==> src/rtl/mask_scanout_vga.sv <==
// Row consumer for the mask generator: ping-pong row buffering (pending + displayed)
// and 640x480@60 VGA serialisation with sync generation.
module mask_scanout_vga #(
  parameter int H_VIS  = 640,
  parameter int H_FP   = 16,
  parameter int H_SYNC = 96,
  parameter int H_BP   = 48,
  parameter int V_VIS  = 480,
  parameter int V_FP   = 10,
  parameter int V_SYNC = 2,
  parameter int V_BP   = 33
) (
  input  logic             clk,
  input  logic             rst_n,
  input  logic             clk_en,
  input  logic [0:H_VIS-1] mg_mask,
  input  logic             rp_valid,
  output logic             rp_ready,
  output logic             pixel,
  output logic             video_on,
  output logic             hsync,
  output logic             vsync,
  output logic [9:0]       pixel_x,
  output logic [9:0]       pixel_y,
  output logic             frame_start,
  output logic             underflow
);

  localparam int H_TOT = H_VIS + H_FP + H_SYNC + H_BP;
  localparam int V_TOT = V_VIS + V_FP + V_SYNC + V_BP;

  localparam logic [9:0] H_LAST  = 10'(H_TOT - 1);
  localparam logic [9:0] V_LAST  = 10'(V_TOT - 1);
  localparam logic [9:0] H_VIS_W = 10'(H_VIS);
  localparam logic [9:0] V_VIS_W = 10'(V_VIS);
  localparam logic [9:0] HS_BEG  = 10'(H_VIS + H_FP);
  localparam logic [9:0] HS_END  = 10'(H_VIS + H_FP + H_SYNC);
  localparam logic [9:0] VS_BEG  = 10'(V_VIS + V_FP);
  localparam logic [9:0] VS_END  = 10'(V_VIS + V_FP + V_SYNC);

  logic [9:0]       h_cnt;
  logic [9:0]       v_cnt;
  logic [0:H_VIS-1] line_buf;
  logic [0:H_VIS-1] pending;

  logic vis;
  logic last_h;
  logic last_v;
  logic next_vis;
  logic swap;
  logic accept;
  logic pix_next;

  // rp_ready is itself the "pending empty" flag, so acceptance never depends
  // combinationally on anything but rp_valid and a flop.
  assign accept   = rp_valid & rp_ready;
  assign vis      = (h_cnt < H_VIS_W) && (v_cnt < V_VIS_W);
  assign last_h   = (h_cnt == H_LAST);
  assign last_v   = (v_cnt == V_LAST);
  assign next_vis = last_v || (v_cnt < (V_VIS_W - 10'd1));
  assign swap     = clk_en & last_h & next_vis;

  always_comb begin
    pix_next = 1'b0;
    if (vis) pix_next = line_buf[h_cnt];
  end

  // Timing chain: counters plus registered video outputs (one enabled cycle behind).
  always_ff @(posedge clk or negedge rst_n) begin
    if (!rst_n) begin
      h_cnt       <= '0;
      v_cnt       <= V_VIS_W;
      pixel       <= 1'b0;
      video_on    <= 1'b0;
      hsync       <= 1'b1;
      vsync       <= 1'b1;
      pixel_x     <= '0;
      pixel_y     <= V_VIS_W;
      frame_start <= 1'b0;
    end else if (clk_en) begin
      h_cnt <= last_h ? '0 : h_cnt + 10'd1;
      if (last_h) v_cnt <= last_v ? '0 : v_cnt + 10'd1;
      video_on    <= vis;
      pixel       <= pix_next;
      hsync       <= !((h_cnt >= HS_BEG) && (h_cnt < HS_END));
      vsync       <= !((v_cnt >= VS_BEG) && (v_cnt < VS_END));
      pixel_x     <= h_cnt;
      pixel_y     <= v_cnt;
      frame_start <= (h_cnt == 10'd0) && (v_cnt == 10'd0);
    end
  end

  // Row buffering. A swap on the last pixel of a line takes the pending row, or
  // bypasses an arriving row straight into the line buffer, or blanks the line.
  always_ff @(posedge clk or negedge rst_n) begin
    if (!rst_n) begin
      line_buf  <= '0;
      pending   <= '0;
      rp_ready  <= 1'b1;
      underflow <= 1'b0;
    end else if (swap) begin
      if (!rp_ready) begin
        line_buf <= pending;
        rp_ready <= 1'b1;
      end else if (rp_valid) begin
        line_buf <= mg_mask;
      end else begin
        line_buf  <= '0;
        underflow <= 1'b1;
      end
    end else if (accept) begin
      pending  <= mg_mask;
      rp_ready <= 1'b0;
    end
  end

endmodule

==> config.mk <==
export PLATFORM = sky130hd
export DESIGN_NAME = mask_scanout_vga
export DESIGN_NICKNAME = d
export VERILOG_FILES = /design/src/rtl/mask_scanout_vga.sv
export SDC_FILE = /design/constraint.sdc
export NUM_CORES = 2
export LEC_CHECK = 0
export CAP_MARGIN = 20
export CORE_MARGIN = 5
export CORE_UTILIZATION = 35
export CTS_BUF_LIST = sky130_fd_sc_hd__clkbuf_16
export DETAILED_ROUTE_END_ITERATION = 16
export GPL_TIMING_DRIVEN = 1
export PLACE_DENSITY = 0.63
export SLEW_MARGIN = 0
export SYNTH_ARGS = -nofsm -noshare
export SYNTH_HDL_FRONTEND = slang
export SYNTH_SLANG_ARGS = --single-unit
export TNS_END_PERCENT = 100
==> constraint.sdc <==
create_clock -name clk -period 3.82 [get_ports clk]
set_input_delay 0.764 -clock clk [delete_from_list [all_inputs] [get_ports clk]]
set_output_delay 0.764 -clock clk [all_outputs]
set_load 0.005 [all_outputs]
# == Word level (Yosys, flattened, before mapping) ==
# Index checks and enable logic that the tools add are counted.
# totals
ff_bits,1327
input_bits,644
output_inout_bits,27
word_cells,54
# op_classes
n_addsub,2
magnitude_cmp,8
n_eq_ne,2
muxes,10
bitwise,6
reduce_logical,13
# ops
cell,count
$mux 640,2
$lt 10x9->1 const B,3
$add 10x1->10 const B,2
$eq 10x10->1 const B,2
$logic_not 10->1,2
$lt 10x10->1 const B,2
$mux 10,2
$ge 11x11->1 const B,1
$not 10->11,1
$bmux 1 s10,1
$ge 10x10->1 const B,1
$ge 10x9->1 const B,1
$mux 1,5
$logic_and 1x1->1,4
$reduce_and 2->1,2
$and 1x1->1,3
$reduce_and 3->1,1
$logic_not 1->1,2
$not 1->1,2
$reduce_bool 2->1,1
$logic_or 1x1->1,1

# == Logic depth before layout (Yosys ltp) ==
# logic_depth
word_depth,5
ltp_mapped,14
mapped_depth_nobuf,9

# == Worst setup path after synthesis ==
# OpenSTA, ideal clock, no wires.
# synth_path
path_type,reg-to-reg
from,register v_cnt[0]
to,register pending[100] in the netlist's numbering
setup_time_ns,0.127
arrival_ns,2.580
required_ns,3.693
path_slack_ns,1.112
path_stages_with_launch,14
path_buffers,4
period_less_slack_ns,2.708
cell_sequence,dfrtp_1 inv_1 ha_1 or4b_1 nor3_2 nand4_1 o21ai_2 nand3_2 buf_6 buf_6 nand2_8 buf_12 buf_6 mux2_1
# synth_via
elab_chain_cells,5
elab_cells_between_ends,6
classes_between,order compare: 1; eq/ne: 1; bitwise: 2; reduce/logical: 2
# synth_lines
element,line_no,source
start: declaration,42,logic [9:0] v_cnt;
start signal: assignment,82,if (last_h) v_cnt <= last_v ? '0 : v_cnt + 10'd1;
$lt 10x9->1 / $eq 10x10->1 (equally long branches),"60, 59",
$logic_or 1x1->1 (*),60,assign next_vis = last_v || (v_cnt < (V_VIS_W - 10'd1));
$and 1x1->1 (*),61,assign swap = clk_en & last_h & next_vis;
$not 1->1 (no source line) (*),--,
$reduce_and 2->1 (no source line) (*),--,
end signal: assignment,112,pending <= mg_mask;
end: declaration,44,logic [0:H_VIS-1] pending;
# Mark *: on every way between the ends. The rest lies on a longest branch, timed or not.
# A chain may end at the register's enable or synchronous reset.

# == Worst setup path after layout ==
# layout_path
from,register h_cnt[0]
to,register pending[285] in the netlist's numbering
# layout_via
elab_chain_cells,5
# layout_lines
element,line_no,source
start: declaration,41,logic [9:0] h_cnt;
start signal: assignment,81,h_cnt <= last_h ? '0 : h_cnt + 10'd1;
$eq 10x10->1,58,assign last_h = (h_cnt == H_LAST);
$and 1x1->1 (2 in series),61,
$not 1->1 (no source line),--,
$reduce_and 2->1 (no source line),--,
# No other way between the ends.

==> results.cfg <==
[global_route]
gr-total-overflow = 0
grt_max_degree = 333
antenna_found_initial = 19
grt_pass1_vias = 44730
grt_usage = 0.205
grt_pass1_wl_um = 289000

[power_and_ir_drop]
p_leak_uw = 0.0348
ir_drop_mv = 0.373
power_uw = 32200
cellPowerDensity_nw_per_um2 = 428

[final_layout]
drive_gt1_frac = 0.0997
area_growth_pct = 22.8
fin_nets = 6647
final_area_sq_um = 75400
final_cells = 8447

[placed_design]
finalWeightedCongestion = 0.824
io_buffer_count = 670
dp_hpwl_um = 134000
dpl_cell_area_sq_um = 70700
dp.cells = 8170

[outcome]
outcome = finished, final reports clean

[routing]
vias_per_cell = 5.11
drc_errors = 0
drt-pass1-iter-count = 5
drt_wl_total_um = 192000
wire_per_inst_um = 22.7
ant_nets = 0
drt_iter0_drc = 3293
num_vias = 43169

[timing]
slew_headroom = 0.0565
finalCritPeriodShare = 0.911
max_freq_mhz = 287
fin_crit_ns = 3.48
worst_slew_pin_slew_ns = 1.42
setup_viol = 0
hold_viol = 0
skew_ns = 0.0316
slew_violations = 0
hold_slack_ns = 0.393
rsz0062_at_grt = false

[yosys]
syn_nets = 6087
synth_most_common_cell = dfrtp_1
yosysUniqueCellTypes = 64
synth_common_cells = dfrtp_1 (1,316), nand2_1 (676), o21ai_0 (660)
synth_edf_count = 0
synthCells = 5439
synth_area_leader_cell = dfrtp_1
ys_async_sr_fraction = 1.00
syn_area_sq_um = 61400
synth-seq-cells = 1327
synthTopCellsByArea = dfrtp_1 (54%), mux2_1 (11%), nor2b_1 (6.6%), mux4_2 (5.7%), o21ai_0 (5.4%)
yosysWarnings = 0
seq_area_frac_synth = 0.541
synth_top_area_frac = 0.536
avgSynthCellArea_sq_um = 11.3
yosys_most_used_dff = dfrtp_1

[cts]
cts_made_buffers = 150
clockRootBuffer = clkbuf_16
clock_path_buffers = 3
cts_num_sinks = 1327
cts_setup_buffers = 0
insertion_delay_ns = 0.80
cts_tree = built
path_clk_slew_ns = 0.06
htree_levels = 4

[setup_path]
cp-start-kind = register
rrSetupSlack_ns = 0.34
reg2reg_to = pending[285]
crit_type = register to register
worstPathArrival_ns = 4.14
reg2regPathDepth = 9
crit_path_max_fanout = 34
reg2reg_from = h_cnt[0]
end_kind = register
required_ns = 4.47

[floorplan]
core_area_sq_um = 174000
initial_utilization = 0.353
die_w_um = 429
die_h_um = 429
num_io_pins = 671
placementRows = 153
dieArea_sq_um = 184000

[min_path]
hold_path_end = vsync
hold_depth = 3
hp-class = input port to register
min-delay-start = clk_en

[run]
drv_cap = 0
==> through the flow <==
step / setup WS [ns] / util / setup TNS [ns]
after CTS: 0.145 / 0.433 / 0
after global placement: 0.0390 / 0.406 / 0
final: 0.340 / 0.433 / 0
after global routing: 0.0533 / 0.433 / 0
after detailed placement: -0.00144 / 0.406 / -0.00149
after floorplan: 1.11 / - / 0
==> cell type report <==
class / count / area, sq um
Fill cell: 16215 / 98800
Clock buffer: 155 / 3880
Antenna cell: 5 / 12.5
Inverter: 6 / 22.5
Clock inverter: 115 / 787
Timing Repair Buffer: 832 / 8650
Tap cell: 2325 / 2910
Multi-Input combinational cell: 3682 / 25900
Sequential cell: 1327 / 33200
==> routing by layer <==
layer | GRT usage | share of wire | vias up
li1 | - | - | 20075
met1 | 0.256 | 0.41 | 21745
met2 | 0.348 | 0.49 | 971
met3 | 0.0319 | 0.036 | 368
met4 | 0.102 | 0.055 | 10
met5 | 0 | 0.00035 | -
==> sequential cells by signal (all words and copies together) (netlist names) <==
register     flops
line_buf       640
pending        640
h_cnt           10
pixel_x         10
pixel_y         10
v_cnt           10
frame_start      1
hsync            1
pixel            1
rp_ready         1
underflow        1
video_on         1
vsync            1
==> critical path, cell delays in order (launching register included) <==
cell     delay (ns)
dfrtp_4        0.68
buf_4          0.22
ha_1           0.19
nand2_1        0.14
nor4_2         0.39
buf_4          0.19
nand3_4        0.17
nand2_8        0.43
buf_4          0.51
mux2_1         0.38
==> logic make-up after synthesis <==
| group | after synthesis | synth area share |
|---|---|---|
| AND/OR/NAND/NOR | 1418 | 0.116 |
| AO/OA/AOI/OAI | 1382 | 0.116 |
| flip-flops | 1327 | 0.541 |
| multiplexers | 867 | 0.187 |
| buffers and inverters | 430 | 0.0378 |
| XOR/XNOR | 11 | 0.00157 |
| adder cells (fa/ha/maj) | 4 | 0.000815 |
==> what timing repair did <==
| item | 4_1_cts | 5_1_grt |
|---|---|---|
| setup endpoints to repair | 22 | 0 |
| resized for setup | 2 | 0 |
| hold buffers | 1 | 0 |
| endpoints found under the hold margin | 39 | 0 |
==> where the power goes <==
group / leakage, uW / internal, uW / switching [uW]
combinational: 0.0139 / 1630 / 2410
sequential: 0.0185 / 14100 / 175
clock: 0.00241 / 7880 / 6010
==> how the worst max path moves through the flow <==
stage	from	to	slack (ns)
2_1_floorplan	v_cnt[0]	pending[100]	1.11
3_3_place_gp	h_cnt[0]	pixel	0.04
3_5_place_dp	h_cnt[0]	pending[298]	-0.001
4_1_cts	h_cnt[0]	pixel	0.14
5_1_grt	h_cnt[0]	pixel	0.05
6_report	h_cnt[0]	pending[285]	0.34
==> cells in the final DEF (no fill, tap or decap), types with 6 or more instances in the layout <==
cell type	count
mux2i_1	49
bufinv_16	8
a21oi_1	648
nand2_1	676
clkbuf_16	155
clkinv_2	16
clkinv_1	38
clkdlybuf4s50_1	668
mux2_1	600
inv_1	40
buf_12	55
mux4_2	156
nor2b_1	644
dfstp_2	10
a22oi_1	32
xnor2_1	6
buf_4	105
nor2_1	22
nand4_1	7
dfrtp_1	1312
nand3_1	20
mux2_2	62
o21ai_0	659
Power figures use the tool's default switching activity.
